==> config.mk <==
export PLATFORM = sky130hd
export DESIGN_NAME = ps2_host_tx_flat
export DESIGN_NICKNAME = d
export VERILOG_FILES = /design/src/rtl/ps2_host_tx_if.sv /design/src/rtl/ps2_host_tx.sv /design/src/flat_wrapper.sv
export SDC_FILE = /design/constraint.sdc
export NUM_CORES = 1
export LEC_CHECK = 0
export ABC_AREA = 1
export CORE_MARGIN = 1.5
export CORE_UTILIZATION = 55
export CTS_CLUSTER_SIZE = 30
export DETAILED_ROUTE_END_ITERATION = 8
export PLACE_DENSITY = 0.8
export SETUP_SLACK_MARGIN = 0.3
export SYNTH_ARGS = -nofsm -noshare
export SYNTH_HDL_FRONTEND = slang
export SYNTH_SLANG_ARGS = --single-unit
==> constraint.sdc <==
create_clock -name clk -period 2.2 [get_ports clk]
set_input_delay 0.33 -clock clk [delete_from_list [all_inputs] [get_ports clk]]
set_output_delay 0.33 -clock clk [all_outputs]
set_load 0.005 [all_outputs]
==> src/rtl/ps2_host_tx_if.sv <==
// ps2_host_tx_if: byte handshake and status between a command source and ps2_host_tx.
interface ps2_host_tx_if;
    logic [7:0] tx_data;
    logic       tx_valid;
    logic       tx_ready;
    logic       busy;
    logic       done;
    logic       error;
    modport master (output tx_data, tx_valid, input tx_ready, busy, done, error);
    modport slave (input tx_data, tx_valid, output tx_ready, busy, done, error);
endinterface

==> src/rtl/ps2_host_tx.sv <==
// ps2_host_tx: host-to-device PS/2 command transmitter driving open-drain clock/data enables.
module ps2_host_tx #(
    parameter int INHIBIT_CYCLES = 12000,
    parameter int TIMEOUT_CYCLES = 2000000
) (
    input  logic         clk,
    input  logic         rst,
    ps2_host_tx_if.slave bus,
    input  logic         ps2_c_in,
    input  logic         ps2_d_in,
    output logic         ps2_c_oe,
    output logic         ps2_d_oe
);
    localparam int CMAX = (INHIBIT_CYCLES > TIMEOUT_CYCLES) ? INHIBIT_CYCLES : TIMEOUT_CYCLES;
    localparam int CW = $clog2(CMAX + 1);
    localparam logic [CW-1:0] INH_LAST = CW'(INHIBIT_CYCLES - 1);
    localparam logic [CW-1:0] TO_LAST = CW'(TIMEOUT_CYCLES - 1);
    localparam logic [3:0] IDLE = 4'd0;
    localparam logic [3:0] INHIBIT = 4'd1;
    localparam logic [3:0] START = 4'd2;
    localparam logic [3:0] REQ = 4'd3;
    localparam logic [3:0] DATA = 4'd4;
    localparam logic [3:0] STOP = 4'd5;
    localparam logic [3:0] ACK_WAIT = 4'd6;
    localparam logic [3:0] DONE = 4'd7;
    localparam logic [3:0] ERR = 4'd8;
    logic [3:0] state_q, state_d;
    logic [1:0] c_sync_q, c_sync_d, d_sync_q, d_sync_d;
    logic c_prev_q, c_prev_d;
    logic [CW-1:0] cnt_q, cnt_d;
    logic [3:0] bit_cnt_q, bit_cnt_d;
    logic [8:0] shift_q, shift_d;
    logic c_oe_q, c_oe_d, d_oe_q, d_oe_d, done_q, done_d, error_q, error_d;
    logic fe, watched;
    always_comb begin
        c_sync_d = {c_sync_q[0], ps2_c_in};
        d_sync_d = {d_sync_q[0], ps2_d_in};
        c_prev_d = c_sync_q[1];
        fe = c_prev_q & ~c_sync_q[1];
        watched = state_q inside {REQ, DATA, STOP, ACK_WAIT};
        state_d = state_q;
        shift_d = shift_q;
        bit_cnt_d = bit_cnt_q;
        if (watched && cnt_q == TO_LAST) state_d = ERR;
        else case (state_q)
            IDLE: if (bus.tx_valid) begin
                state_d = INHIBIT;
                shift_d = {~^bus.tx_data, bus.tx_data};
            end
            INHIBIT: state_d = (cnt_q == INH_LAST) ? START : INHIBIT;
            START: state_d = REQ;
            REQ: if (fe) begin
                state_d = DATA;
                bit_cnt_d = 4'd0;
            end
            DATA: if (fe) begin
                state_d = (bit_cnt_q == 4'd8) ? STOP : DATA;
                shift_d = (bit_cnt_q == 4'd8) ? shift_q : shift_q >> 1;
                bit_cnt_d = (bit_cnt_q == 4'd8) ? bit_cnt_q : bit_cnt_q + 4'd1;
            end
            STOP: if (fe) state_d = d_sync_q[1] ? ERR : ACK_WAIT;
            ACK_WAIT: state_d = (c_sync_q[1] && d_sync_q[1]) ? DONE : ACK_WAIT;
            default: state_d = IDLE;
        endcase
        // our own clock pull-down during INHIBIT creates edges that must not restart the hold
        cnt_d = (state_d != state_q || (fe && state_q != INHIBIT) || !(watched || state_q == INHIBIT))
                ? '0 : cnt_q + CW'(1);
        c_oe_d = state_d == INHIBIT || state_d == START;
        d_oe_d = (state_d == START || state_d == REQ) ? 1'b1 : (state_d == DATA) ? ~shift_d[0] : 1'b0;
        done_d = state_d == DONE;
        error_d = state_d == ERR;
    end
    always_ff @(posedge clk) begin
        if (rst) begin
            state_q <= IDLE;
            c_sync_q <= 2'b11;
            d_sync_q <= 2'b11;
            c_prev_q <= 1'b1;
            cnt_q <= '0;
            bit_cnt_q <= 4'd0;
            shift_q <= 9'd0;
            c_oe_q <= 1'b0;
            d_oe_q <= 1'b0;
            done_q <= 1'b0;
            error_q <= 1'b0;
        end else begin
            state_q <= state_d;
            c_sync_q <= c_sync_d;
            d_sync_q <= d_sync_d;
            c_prev_q <= c_prev_d;
            cnt_q <= cnt_d;
            bit_cnt_q <= bit_cnt_d;
            shift_q <= shift_d;
            c_oe_q <= c_oe_d;
            d_oe_q <= d_oe_d;
            done_q <= done_d;
            error_q <= error_d;
        end
    end
    assign bus.tx_ready = state_q == IDLE;
    assign bus.busy = state_q != IDLE;
    assign bus.done = done_q;
    assign bus.error = error_q;
    assign ps2_c_oe = c_oe_q;
    assign ps2_d_oe = d_oe_q;
endmodule

==> src/flat_wrapper.sv <==
// flat-port wrapper written by rule: the top's interface ports become plain ports
module ps2_host_tx_flat 
#(
    parameter int INHIBIT_CYCLES = 12000,
    parameter int TIMEOUT_CYCLES = 2000000
)
  (clk, rst, ps2_c_in, ps2_d_in, ps2_c_oe, ps2_d_oe, bus_tx_data, bus_tx_valid, bus_tx_ready, bus_busy, bus_done, bus_error);
  ps2_host_tx_if bus_i ();
  input  logic clk;
  input  logic rst;
  input  logic ps2_c_in;
  input  logic ps2_d_in;
  output logic ps2_c_oe;
  output logic ps2_d_oe;
  input wire logic [$bits(bus_i.tx_data)-1:0] bus_tx_data;
  input wire logic [$bits(bus_i.tx_valid)-1:0] bus_tx_valid;
  output wire logic [$bits(bus_i.tx_ready)-1:0] bus_tx_ready;
  output wire logic [$bits(bus_i.busy)-1:0] bus_busy;
  output wire logic [$bits(bus_i.done)-1:0] bus_done;
  output wire logic [$bits(bus_i.error)-1:0] bus_error;
  assign bus_i.tx_data = bus_tx_data;
  assign bus_i.tx_valid = bus_tx_valid;
  assign bus_tx_ready = bus_i.tx_ready;
  assign bus_busy = bus_i.busy;
  assign bus_done = bus_i.done;
  assign bus_error = bus_i.error;
  ps2_host_tx #(.INHIBIT_CYCLES(INHIBIT_CYCLES), .TIMEOUT_CYCLES(TIMEOUT_CYCLES)) u_core (.clk(clk), .rst(rst), .bus(bus_i), .ps2_c_in(ps2_c_in), .ps2_d_in(ps2_d_in), .ps2_c_oe(ps2_c_oe), .ps2_d_oe(ps2_d_oe));
endmodule
[Word level (Yosys, flattened, before mapping)]
Index checks and enable logic that the tools add are counted.
W data, S select, Z words.
Storage, ports and cells
  latch bits: 0
  memory bits (read-only): 0
  input bits: 13
  word-level logic and storage cells: 78
  register bits after elaboration: 47
  RAM bits: 0
  output and inout port bits: 6
  memories: 0
Cells by class
  $add $sub $neg: 2
  div/mod/pow operators: 0
  bitwise operators: 4
  equality and inequality tests: 21
  reduce and logical (&&, ||, !) cells: 18
  multiplexer cells: 21
  multiply operators: 0
  shifts and indexed selects: 0
  magnitude comparators: 0
Operators with widths (count)
  $mux W4: 9
  $pmux W4 S7: 1
  $mux W9: 3
  $add A21 B1 Y21 const B: 1
  $eq A21 B14 Y1 const B: 1
  $eq A21 B21 Y1 const B: 1
  $eq A4 B3 Y1 const B: 5
  $pmux W9 S2: 1
  $eq A4 B2 Y1 const B: 4
  $reduce_and A5 Y1: 2
  $eq A4 B1 Y1 const B: 2
  $eq A4 B4 Y1 const B: 2
  $pmux W4 S2: 1
  $reduce_bool A4 Y1: 2
  $reduce_xnor A8 Y1: 1
  $logic_or A1 B1 Y1: 5
  $mux W1: 5
  $add A4 B1 Y4 const B: 1
  $logic_not A4 Y1: 1
  $ne A2 B1 Y1 const B: 2
  $ne A2 B2 Y1 const B: 2
  $ne A4 B1 Y1 const B: 1
  $ne A4 B4 Y1: 1
  $reduce_bool A2 Y1: 2
  other kinds (6): 10

[Depth between registers and ports, before layout]
Gate-level depths: netlist of run 1.
  word-level depth: 9
  depth in mapped cells: 13
  gate-level depth less buffers: 13

[Least setup slack after synthesis of run 1]
Ideal clock, no wire load.
  path kind: register -> register
  start point: register u_core.cnt_q[0]
  end point: register u_core.cnt_q[16]
  setup time: 0.125 ns
  data arrival time: 1.582 ns
  data required time: 2.075 ns
  path slack: 0.493 ns
  stages on the path, launching flop included: 12
  buffers on the path: 1
  period minus slack after synthesis: 1.707 ns
  path through: dfxtp_1 -> ha_1 -> nand3_4 -> nor2_4 -> nand3_1 -> nor2_2 -> nor2_4 -> nand2_2 -> nand2_1 -> nand2_2 -> buf_6 -> nor3_4
On the way
  word-level cells in the longest chain between the ends: 8
  elaborated cells between the ends (all ways): 11
  those cells by class: add/sub: 1; eq/ne: 3; mux: 3; reduce/logical: 4
Ends and longest elaborated chain
  start: declaration: RTL line ps2_host_tx.sv:30  | logic [CW-1:0] cnt_q, cnt_d;
  start signal: assignment: RTL line ps2_host_tx.sv:91  | cnt_q <= cnt_d;
  $eq A21 B14 Y1: RTL line ps2_host_tx.sv:50  | INHIBIT: state_d = (cnt_q == INH_LAST) ? START : INHIBIT;
  $mux W2: RTL line ps2_host_tx.sv:50
  $pmux W4 S7: RTL line ps2_host_tx.sv:45  | else case (state_q)
  $mux W4: RTL line ps2_host_tx.sv:44  | if (watched && cnt_q == TO_LAST) state_d = ERR;
  $ne A4 B4 Y1: RTL line ps2_host_tx.sv:66  | cnt_d = (state_d != state_q || (fe && state_q != INHIBIT) || !(watched || state_q == INHIBIT))
  $logic_or A1 B1 Y1 (2 in a row): RTL line ps2_host_tx.sv:66
  $reduce_or A2 Y1 (no source line)
Several ways; a longest one is shown, not always the timed one.
A chain may end at the register's enable or synchronous reset.

[Worst setup path in the final report of run 1]
  start point: register u_core.state_q[3]
  end point: register u_core.cnt_q[18]
On the way
  word-level cells in the longest chain between the ends: 8
  elaborated cells between the ends (all ways): 23
  those cells by class: eq/ne: 8; mux: 6; reduce/logical: 9
Ends and longest elaborated chain
  start: declaration: RTL line ps2_host_tx.sv:27  | logic [3:0] state_q, state_d;
  start signal: assignment: RTL line ps2_host_tx.sv:87  | state_q <= state_d;
  $eq A4 B2 Y1 / $eq A4 B3 Y1 (equally long branches): RTL line ps2_host_tx.sv:40, ps2_host_tx.sv:45
  $reduce_bool A4 Y1: RTL line ps2_host_tx.sv:40  | watched = state_q inside {REQ, DATA, STOP, ACK_WAIT};
  $logic_and A1 B1 Y1: RTL line ps2_host_tx.sv:44
  $mux W4: RTL line ps2_host_tx.sv:44
  $ne A4 B4 Y1: RTL line ps2_host_tx.sv:66
  $logic_or A1 B1 Y1: RTL line ps2_host_tx.sv:66
  $logic_or A1 B1 Y1 *: RTL line ps2_host_tx.sv:66
  $reduce_or A2 Y1 (no source line) *
Mark *: on every way between the ends. The rest lies on a longest branch, timed or not.

==> results of run 1 <==
==> worst reg2reg max path, delay by kind of cell, from the launching register on <==
family,cells,cell delay [ns]
AND/OR/NAND/NOR,8,0.93
flip-flops,1,0.36
buffers and inverters,3,0.47
AO/OA/AOI/OAI,1,0.08
==> sequential cells by signal, indices dropped and copies added (netlist names) <==
signal / cells
u_core.bus.error: 1
u_core.c_prev_q: 1
u_core.ps2_d_oe: 1
u_core.c_sync_q: 2
u_core.cnt_q: 21
u_core.shift_q: 9
u_core.d_sync_q: 2
u_core.bit_cnt_q: 4
u_core.ps2_c_oe: 1
u_core.bus.done: 1
u_core.state_q: 4
==> how the worst max path moves through the flow <==
stage	end	slack [ns]	cells past startpoint
after floorplan	u_core.cnt_q[16]$_SDFF_PP0_	0.49	11
after global placement	u_core.cnt_q[16]$_SDFF_PP0_	0.29	11
after CTS	u_core.cnt_q[6]$_SDFF_PP0_	0.31	12
after global routing	u_core.cnt_q[10]$_SDFF_PP0_	0.16	12
final	u_core.cnt_q[18]$_SDFF_PP0_	0.26	12
after detailed placement	u_core.cnt_q[7]$_SDFF_PP0_	0.18	11
==> final cells by class <==
class,count,area share [%]
clock inverter,2,0.4514
inverter,58,6.319
clock buffer,6,2.292
timing repair buffer,44,14.10
sequential,47,26.87
multi-input combinational,273,47.64
tap,67,2.326
==> synth_stat cells <==
cell type   n
a21oi_1    13
a22oi_1     1
and2_1      1
buf_2       3
buf_4       1
buf_6       5
clkbuf_1    2
dfxtp_1    47
ha_1        3
inv_1      55
inv_2       3
nand2_1    63
nand2_2     4
nand3_1    32
nand3_2     2
nand3_4     1
nand3b_1    1
nand4_1    10
nor2_1     51
nor2_2      2
nor2_4      3
nor3_1     11
nor3_2     18
nor3_4      2
nor3b_1     1
o21ai_0    24
or2_1       1
or2_2       5
xnor2_1     9
xor2_1     15
==> per-layer routing <==
layer | wire (microns) | track usage, % | part of all wire (%) | vias to the layer above
li1 | - | - | - | 1326
met1 | 2920 | 29.41 | 40 | 1284
met2 | 3691 | 41.47 | 50 | 149
met3 | 536 | 6.369 | 7.3 | 32
met4 | 228 | 5.350 | 3.1 | 0
met5 | 0 | 0 | 0 | -
==> through the flow <==
step	cell area [sq um]	util, %	worst slack, ns	std cells
final	3603	75.29	0.2565	497
after global routing	3603	75.29	0.1570	497
after CTS	3277	68.47	0.3064	486
after detailed placement	3019	63.09	0.1831	469
after global placement	3019	63.09	0.2892	469
after floorplan	2771	-	0.4931	389
==> power breakdown <==
part           switching (W)  internal, W
combinational       0.000169     0.000158
clock               0.000309     0.000257
sequential         0.0000120     0.000871
==> kinds of logic after synthesis <==
family	Yosys count	share of synthesized area [%]
AND/OR/NAND/NOR	208	39.19
buffers and inverters	69	10.97
flip-flops	47	33.95
AO/OA/AOI/OAI	38	6.953
XOR/XNOR	24	7.585
adder cells (fa/ha/maj)	3	1.355
==> repair_timing <==
item | 4_1_cts | 5_1_grt
cloned | 1 | 3
endpoints found under the setup margin | 21 | 33
pin swaps | 4 | 14
gates resized for setup | 18 | 61
buffers inserted | 8 | 8
==> impl_metrics.csv, run 1 <==
group,metric,value,unit
outcome,status,"finished clean",
timing,rsz0062_at_grt,"yes",
worst_hold_path,hold_end,"u_core.d_sync_q[1]$_SDFF_PP1_",
global_route,antenna_found_initial,0,
worst_setup_path,crit_slowest_cell,"dfxtp_4",
route,wl,7.377,mm
worst_setup_path,critPathArrivalTime,2.18,ns
die,die_width,73.99,microns
final_layout,drive_above_1_share,27.67,%
global_route,grt_pass1_wl,10.30,mm
cts,holdBufCountCts,0,
cts,clk_pin_slew,0.09,ns
route,ant_nets,0,
cts,clockRootBuffer,"clkbuf_8",
worst_setup_path,critPathLaunchType,"flop",
timing,setup_viol,0,
logic_synthesis,synth_warnings,0,
timing,maxSlewHeadroom,74.69,%
worst_setup_path,r2r_setup_slack,0.26,ns
timing,hold_viol,0,
pwr,p_leak,1.424,nW
worst_setup_path,crit_type,"flop to flop",
worst_setup_path,r2r-end,"u_core.cnt_q[18]$_SDFF_PP0_",
logic_synthesis,yosysTopAreaCellShare,33.95,%
logic_synthesis,synth_area_leader_cell,"dfxtp_1",
route,drc,0,
pwr,power.total,0.001776,W
logic_synthesis,ys_ff_latch,47,
cts,cts_tree,"built",
pwr,p_per_area,492.8,nW/um^2
die,row_count,25,
place,dp_hpwl,4.159,mm
final_layout,fin_nets,445,
final_layout,layout_commonest_cell,"inv_1",
worst_setup_path,crit_start,"u_core.state_q[3]$_SDFF_PP0_",
cts,insertion_delay,0.32,ns
timing,min_period,1.944,ns
route,wl_per_cell,14.84,microns
logic_synthesis,syn_nets,405,
cts,h-tree-depth,2,
die,start_util,57.91,%
route,viasPerCell,5.616,
worst_setup_path,timing.critical_path.buf_inv,3,
logic_synthesis,avgSynthCellArea,7.124,sq um
final_layout,multiInputGateArea,1717,sq um
logic_synthesis,ys_seq_area_share,33.95,%
global_route,grt_pass1_vias,2374,
worst_setup_path,cpPeakStageDelay,0.36,ns
global_route,track_usage,23.82,%
place,place_congestion,0.8989,
timing,finalSetupTns,0,ns
worst_setup_path,cp_max_fo,5,
worst_setup_path,cp.required,2.44,ns
logic_synthesis,syn_inst,389,
die,die_h,73.99,microns
timing,slew_violations,0,
worst_hold_path,min_delay_path_depth,1,
flow_run,maxCapViolCount,0,
pwr,ir_worst_vdd,460.9,uV
die,fp.coreArea,4786,sq um
die,dieArea,5474,sq um
worst_setup_path,cp_cell_sequence,"buf_6 -> nor2_4 -> buf_6 -> nand3_2 -> nand2_1 -> a21oi_1 -> nand2_2 -> nand2_4 -> nand2_2 -> nand3_4 -> clkbuf_16 -> nor3_2",
logic_synthesis,synth_area,2771,sq um
worst_setup_path,critPathTopFamily,"simple AND/OR/NAND/NOR gates",
logic_synthesis,synth.area.top_cells,"dfxtp_1 34%, nand2_1 8.5%, inv_1 7.4%",
worst_setup_path,reg2reg_depth,12,
place,portBuffers,18,
cts,clockBufferDepth,2,
cts,numClockSinks,47,
route,firstDrtPassIters,5,
worst_setup_path,rr_startpoint,"u_core.state_q[3]$_SDFF_PP0_",
worst_setup_path,end_kind,"flop",
global_route,grt_max_degree,22,
worst_hold_path,hp-start,"u_core.d_sync_q[0]$_SDFF_PP1_",
route,dr_total_vias,2791,
die,ios,19,
final_layout,fill_cells,331,
final_layout,most-common-layout-cells,"52 x inv_1, 51 x nand2_1, 44 x nor2_1",
final_layout,regArea,968.4,sq um
timing,hold_ws,0.4190,ns
logic_synthesis,synthDistinctLibCells,30,
cts,cts_buffers,5,
timing,post-route-period-util,88.34,%
global_route,overflow,0,
route,drtIter0Drc,282,
worst_hold_path,hold_class,"flop to flop",
final_layout,syn_to_final_growth,30.02,%
timing,worstMarginPinSlew,0.3757,ns
timing,max_freq,514.5,MHz
timing,skew,0.01303,ns
final_layout,diodes,0,
No activity file was read; power rests on OpenSTA's default activity.
==> inputs of run 2 (changes only) <==
--- a/config.mk
+++ b/config.mk
@@ -7,10 +7,10 @@
 export LEC_CHECK = 0
 export ABC_AREA = 1
 export CORE_MARGIN = 1.5
-export CORE_UTILIZATION = 55
-export CTS_CLUSTER_SIZE = 30
+export CORE_UTILIZATION = 45
+export CTS_CLUSTER_SIZE = 16
 export DETAILED_ROUTE_END_ITERATION = 8
-export PLACE_DENSITY = 0.8
+export PLACE_DENSITY = 0.66
 export SETUP_SLACK_MARGIN = 0.3
 export SYNTH_ARGS = -nofsm -noshare
 export SYNTH_HDL_FRONTEND = slang
==> impl_metrics.csv, run 2 (same netlist as run 1, synthesis figures left out) <==
group,metric,value,unit
outcome,status,"finished clean",
worst_setup_path,critPathTopFamily,"simple AND/OR/NAND/NOR gates",
cts,h-tree-depth,2,
final_layout,reg_top3,"u_core.cnt_q (21), u_core.shift_q (9)",
place,place_congestion,0.9477,
route,routed.top_layer,"met4",
worst_setup_path,critPathLaunchType,"flop",
global_route,track_usage,19.25,%
timing,slew_violations,0,
cts,insertion_delay,0.30,ns
final_layout,regArea,955.9,sq um
timing,setup_viol,0,
worst_setup_path,cp_cell_sequence,"ha_4 -> nand3_4 -> nor2_4 -> nand3_1 -> nor2_4 -> nor2_4 -> nand3_1 -> nand3_4 -> buf_12 -> nor3_2",
worst_setup_path,critPathArrivalTime,2.04,ns
route,firstDrtPassIters,5,
pwr,p_per_area,498.4,nW/um^2
pwr,p_leak,1.323,nW
worst_setup_path,timing.critical_path.buf_inv,1,
final_layout,regMostFlops,"u_core.cnt_q",
timing,max_freq,550.7,MHz
route,met2_length,2.894,mm
final_layout,syn_to_final_growth,22.12,%
final_layout,utilization,57.16,%
final_layout,multiInputGateArea,1637,sq um
final_layout,layout_commonest_cell,"nand2_1",
die,die_h,81.48,microns
worst_setup_path,cpPeakStageDelay,0.38,ns
global_route,grt_max_degree,16,
cts,cts_tree,"built",
global_route,overflow,0,
place,portBuffers,18,
cts,cts_buffers,5,
cts,holdBufCountCts,0,
timing,finalSetupTns,0,ns
worst_setup_path,cp_max_fo,15,
timing,min_period,1.816,ns
timing,post-route-period-util,82.54,%
global_route,antenna_found_initial,0,
final_layout,drive_above_1_share,21.46,%
worst_setup_path,end_kind,"flop",
die,fp.coreArea,5921,sq um
worst_hold_path,hold_end,"u_core.d_sync_q[1]$_SDFF_PP1_",
die,die_width,81.48,microns
flow_run,maxCapViolCount,0,
cts,clockBufferDepth,2,
route,drtIter0Drc,109,
die,row_count,28,
worst_setup_path,cp_common_cell,"nor2_4",
pwr,ir_worst_vdd,353.3,uV
die,start_util,46.81,%
worst_hold_path,hold_class,"flop to flop",
die,ios,19,
route,route.met3.wl,323,microns
timing,rsz0062_at_grt,"yes",
worst_setup_path,r2r-end,"u_core.cnt_q[9]$_SDFF_PP0_",
die,dieArea,6638,sq um
cts,numClockSinks,47,
global_route,grt_pass1_wl,9.963,mm
global_route,grt_pass1_vias,2280,
timing,skew,0.01015,ns
cts,clk_pin_slew,0.09,ns
worst_setup_path,cp.required,2.43,ns
worst_hold_path,min_delay_path_depth,1,
final_layout,most-common-layout-cells,"57 x nand2_1, 54 x inv_1, 46 x nor2_1",
route,dr_total_vias,2557,
worst_setup_path,r2r_setup_slack,0.38,ns
worst_setup_path,crit_type,"flop to flop",
worst_setup_path,rr_startpoint,"u_core.cnt_q[0]$_SDFF_PP0_",
place,dp_hpwl,4.420,mm
final_layout,fin_nets,440,
timing,maxSlewHeadroom,76.33,%
worst_hold_path,hp-start,"u_core.d_sync_q[0]$_SDFF_PP1_",
final_layout,diodes,0,
timing,fin_ws,0.3841,ns
final_layout,fill_cells,569,
route,wl_per_cell,12.06,microns
route,ant_nets,0,
worst_setup_path,reg2reg_depth,10,
route,wl,6.017,mm
timing,worstMarginPinSlew,0.3526,ns
route,viasPerCell,5.124,
route,drc,0,
timing,hold_viol,0,
cts,clockRootBuffer,"clkbuf_8",
route,wl_met1,2.672,mm
final_layout,largest_register_ffs,21,
worst_setup_path,crit_slowest_cell,"dfxtp_2",
place,place_ws,0.1447,ns
## run 2: cell types whose count changed in the layout (fill, tap and decap cells not counted), sizes merged
cell	change
dlymetal6s2s	-1
bufbuf	-1
clkbuf	-1
buf	-3
dlygate4sd2	+1
clkinvlp	-1
## run 2: cell type report
class | instances | area share, %
well taps | 75 | 2.773
clock buffers | 6 | 2.440
repair buffers | 39 | 11.39
flip-flops and latches | 47 | 28.24
clock inverters | 1 | 0.1479
multi-input cells | 273 | 48.35
inverters | 58 | 6.654
## run 2: metal layers
layer  global-route usage (%)  up-vias
met5                        0        -
met4                    8.103        0
met3                    3.889       12
met2                    31.57       78
met1                    24.46     1162
li1                         -     1305
## run 2: worst max-delay path by stage
stage,from,end,cells past startpoint
detailed placement,u_core.cnt_q[0]$_SDFF_PP0_,u_core.cnt_q[9]$_SDFF_PP0_,10
global route,u_core.bit_cnt_q[0]$_SDFFE_PP0P_,u_core.shift_q[4]$_SDFFE_PP0P_,9
CTS,u_core.state_q[1]$_SDFF_PP0_,u_core.cnt_q[13]$_SDFF_PP0_,13
floorplan,u_core.cnt_q[0]$_SDFF_PP0_,u_core.cnt_q[16]$_SDFF_PP0_,11
global placement,u_core.cnt_q[0]$_SDFF_PP0_,u_core.cnt_q[16]$_SDFF_PP0_,11
finish,u_core.cnt_q[0]$_SDFF_PP0_,u_core.cnt_q[9]$_SDFF_PP0_,10
## run 2: timing repair
action,in CTS,in global routing
setup endpoints to repair,21,30
buffers inserted,4,9
cloned,0,1
gates resized for setup,17,27
pin swaps,2,5
hold endpoints to repair,0,0
## run 2: metrics by stage
step / hold WS (ns) / instances / total power [W] / instance area [sq um]
2_1_floorplan: 0.3895 / 389 / 0.001065 / 2771
3_3_place_gp: 0.3967 / 478 / 0.001127 / 3037
3_5_place_dp: 0.3996 / 478 / 0.001131 / 3037
4_1_cts: 0.4207 / 489 / 0.001665 / 3204
5_1_grt: 0.4292 / 499 / 0.001770 / 3385
6_report: 0.4156 / 499 / 0.001687 / 3385
## run 2: power breakdown
| part | switching, W | internal (W) |
|---|---|---|
| clock network | 0.000277 | 0.000247 |
| registers | 0.0000104 | 0.000873 |
| logic | 0.000151 | 0.000130 |
==> inputs of run 3 (changes only) <==
==> constraint.sdc (replaced) <==
create_clock -name clk -period 1.8 [get_ports clk]
set_input_delay 0.27 -clock clk [delete_from_list [all_inputs] [get_ports clk]]
set_output_delay 0.27 -clock clk [all_outputs]
set_load 0.005 [all_outputs]
==> impl_metrics.csv, run 3 (same netlist as run 1, synthesis figures left out) <==
group,metric,value,unit
cts,cts_buffers,5,
worst_setup_path,cp_max_fo,5,
final_layout,drive_above_1_share,39.96,%
cts,h-tree-depth,2,
global_route,grt_pass1_wl,11.94,mm
final_layout,diodes,0,
timing,setup_viol,21,
pwr,p_sw_share,30.05,%
pwr,switchingPower,0.0006777,W
timing,hold_ws,0.4190,ns
flow_run,maxCapViolCount,0,
final_layout,utilization,68.89,%
pwr,combPwrFrac,22.6,%
pwr,seq_power_share,47.9,%
place,dp_hpwl,4.577,mm
die,die_h,81.48,microns
cts,clockBufferDepth,2,
final_layout,reg_top3,"u_core.cnt_q (21), u_core.shift_q (9)",
die,ios,19,
timing,max_freq,544.6,MHz
pwr,p_per_area,552.9,nW/um^2
pwr,p_int,0.001577,W
pwr,ir_worst_vdd,412.6,uV
timing,skew,0.006698,ns
die,dieArea,6638,sq um
worst_setup_path,endpoint,"u_core.cnt_q[7]$_SDFF_PP0_",
final_layout,largest_register_ffs,21,
route,dr_total_vias,2842,
timing,slew_violations,0,
global_route,grt_max_degree,16,
cts,holdBufCountCts,0,
cts,numClockSinks,47,
route,wl,7.721,mm
pwr,power.total,0.002255,W
place,place_congestion,0.8457,
worst_setup_path,rr_startpoint,"u_core.state_q[2]$_SDFF_PP0_",
cts,clockRootBuffer,"clkbuf_8",
timing,maxSlewHeadroom,81.00,%
worst_setup_path,r2r_setup_slack,-0.04,ns
die,die_width,81.48,microns
die,start_util,46.81,%
timing,worstMarginPinSlew,0.2830,ns
final_layout,fill_cells,461,
outcome,failed_checks,"setup timing",
final_layout,regMostFlops,"u_core.cnt_q",
final_layout,syn_to_final_growth,47.18,%
route,wl_per_cell,14.35,microns
global_route,track_usage,23.47,%
route,firstDrtPassIters,5,
global_route,grt_pass1_vias,2652,
cts,cts_tree,"built",
timing,hold_viol,0,
pwr,p_leak,1.617,nW
worst_setup_path,r2r-end,"u_core.cnt_q[7]$_SDFF_PP0_",
worst_setup_path,critPathArrivalTime,2.08,ns
timing,min_period,1.836,ns
timing,fin_ws,-0.03636,ns
final_layout,most-common-layout-cells,"50 x inv_1, 46 x nand2_1, 42 x buf_4",
die,row_count,28,
die,fp.coreArea,5921,sq um
worst_hold_path,hold_class,"flop to flop",
global_route,antenna_found_initial,0,
place,portBuffers,18,
place,place_ws,0.01135,ns
worst_setup_path,critPathLaunchType,"flop",
worst_setup_path,end_kind,"flop",
worst_setup_path,crit_type,"flop to flop",
route,ant_nets,0,
timing,finalSetupTns,-0.3045,ns
worst_setup_path,cp.required,2.04,ns
route,drc,0,
worst_setup_path,reg2reg_depth,12,
final_layout,fin_nets,478,
outcome,status,"complete, but fails checks",
worst_setup_path,crit_start,"u_core.state_q[2]$_SDFF_PP0_",
final_layout,layout_commonest_cell,"inv_1",
cts,insertion_delay,0.31,ns
route,drtIter0Drc,143,
timing,rsz0062_at_grt,"yes",
route,viasPerCell,5.283,
timing,post-route-period-util,102.0,%
cts,clk_pin_slew,0.10,ns
global_route,overflow,0,
pwr,clockPowerShare,29.6,%
run 3: metal layers:
metal | wire, microns | track usage, %
met5 | 0 | 0
met4 | 225 | 9.483
met3 | 375 | 3.889
met2 | 3856 | 40.99
met1 | 3263 | 28.46
run 3: worst min path at each step:
stage / startpoint / slack [ns] / cells past startpoint / end
after floorplan: rst / 0.36 / 1 / u_core.state_q[2]$_SDFF_PP0_
after global placement: u_core.d_sync_q[0]$_SDFF_PP1_ / 0.39 / 1 / u_core.d_sync_q[1]$_SDFF_PP1_
after detailed placement: u_core.c_sync_q[0]$_SDFF_PP1_ / 0.40 / 1 / u_core.c_sync_q[1]$_SDFF_PP1_
after CTS: u_core.c_sync_q[0]$_SDFF_PP1_ / 0.42 / 1 / u_core.c_sync_q[1]$_SDFF_PP1_
after global routing: u_core.c_sync_q[0]$_SDFF_PP1_ / 0.44 / 1 / u_core.c_sync_q[1]$_SDFF_PP1_
final: u_core.c_sync_q[0]$_SDFF_PP1_ / 0.42 / 1 / u_core.c_sync_q[1]$_SDFF_PP1_
run 3: layout make-up:
cell class,count,area (sq um),area share (%)
Clock buffer,5,68.82,1.687
Clock inverter,3,20.02,0.4908
Timing Repair Buffer,76,764.5,18.74
Inverter,58,225.2,5.521
Multi-Input combinational cell,274,1944,47.67
Sequential cell,47,962.2,23.59
Tap cell,75,93.84,2.301
run 3: timing repair:
| action | in CTS | in global routing |
|---|---|---|
| pin swaps | 22 | 18 |
| buffers inserted | 23 | 7 |
| cloned | 4 | 1 |
| resized for setup | 85 | 53 |
| endpoints found under the setup margin | 40 | 44 |
run 3: worst max-delay path, stage by stage (launching register included):
cell and delay [ns]:
dfxtp_2 0.36, inv_2 0.06, nor2_4 0.17, buf_4 0.14, nand3_1 0.11, nand2_1 0.08
a21oi_1 0.07, nand2_2 0.14, nand2_4 0.07, nand2_2 0.09, nand3_4 0.16, clkbuf_16 0.21
nor3_4 0.10
run 3: per-stage QoR:
stage               area [sq um]  cells
floorplan                   2805    389
global placement            3203    495
detailed placement          3203    495
CTS                         3782    530
global route                4079    538
finish                      4079    538
run 3: power by group through the flow:
stage | clock network (W) | logic, W | registers, W
after global routing | 0.000725 | 0.000542 | 0.00108
after global placement | 0 | 0.000298 | 0.00111
after detailed placement | 0 | 0.000301 | 0.00111
after floorplan | 0 | 0.000203 | 0.00111
final | 0.000666 | 0.000509 | 0.00108
after CTS | 0.000675 | 0.000437 | 0.00108
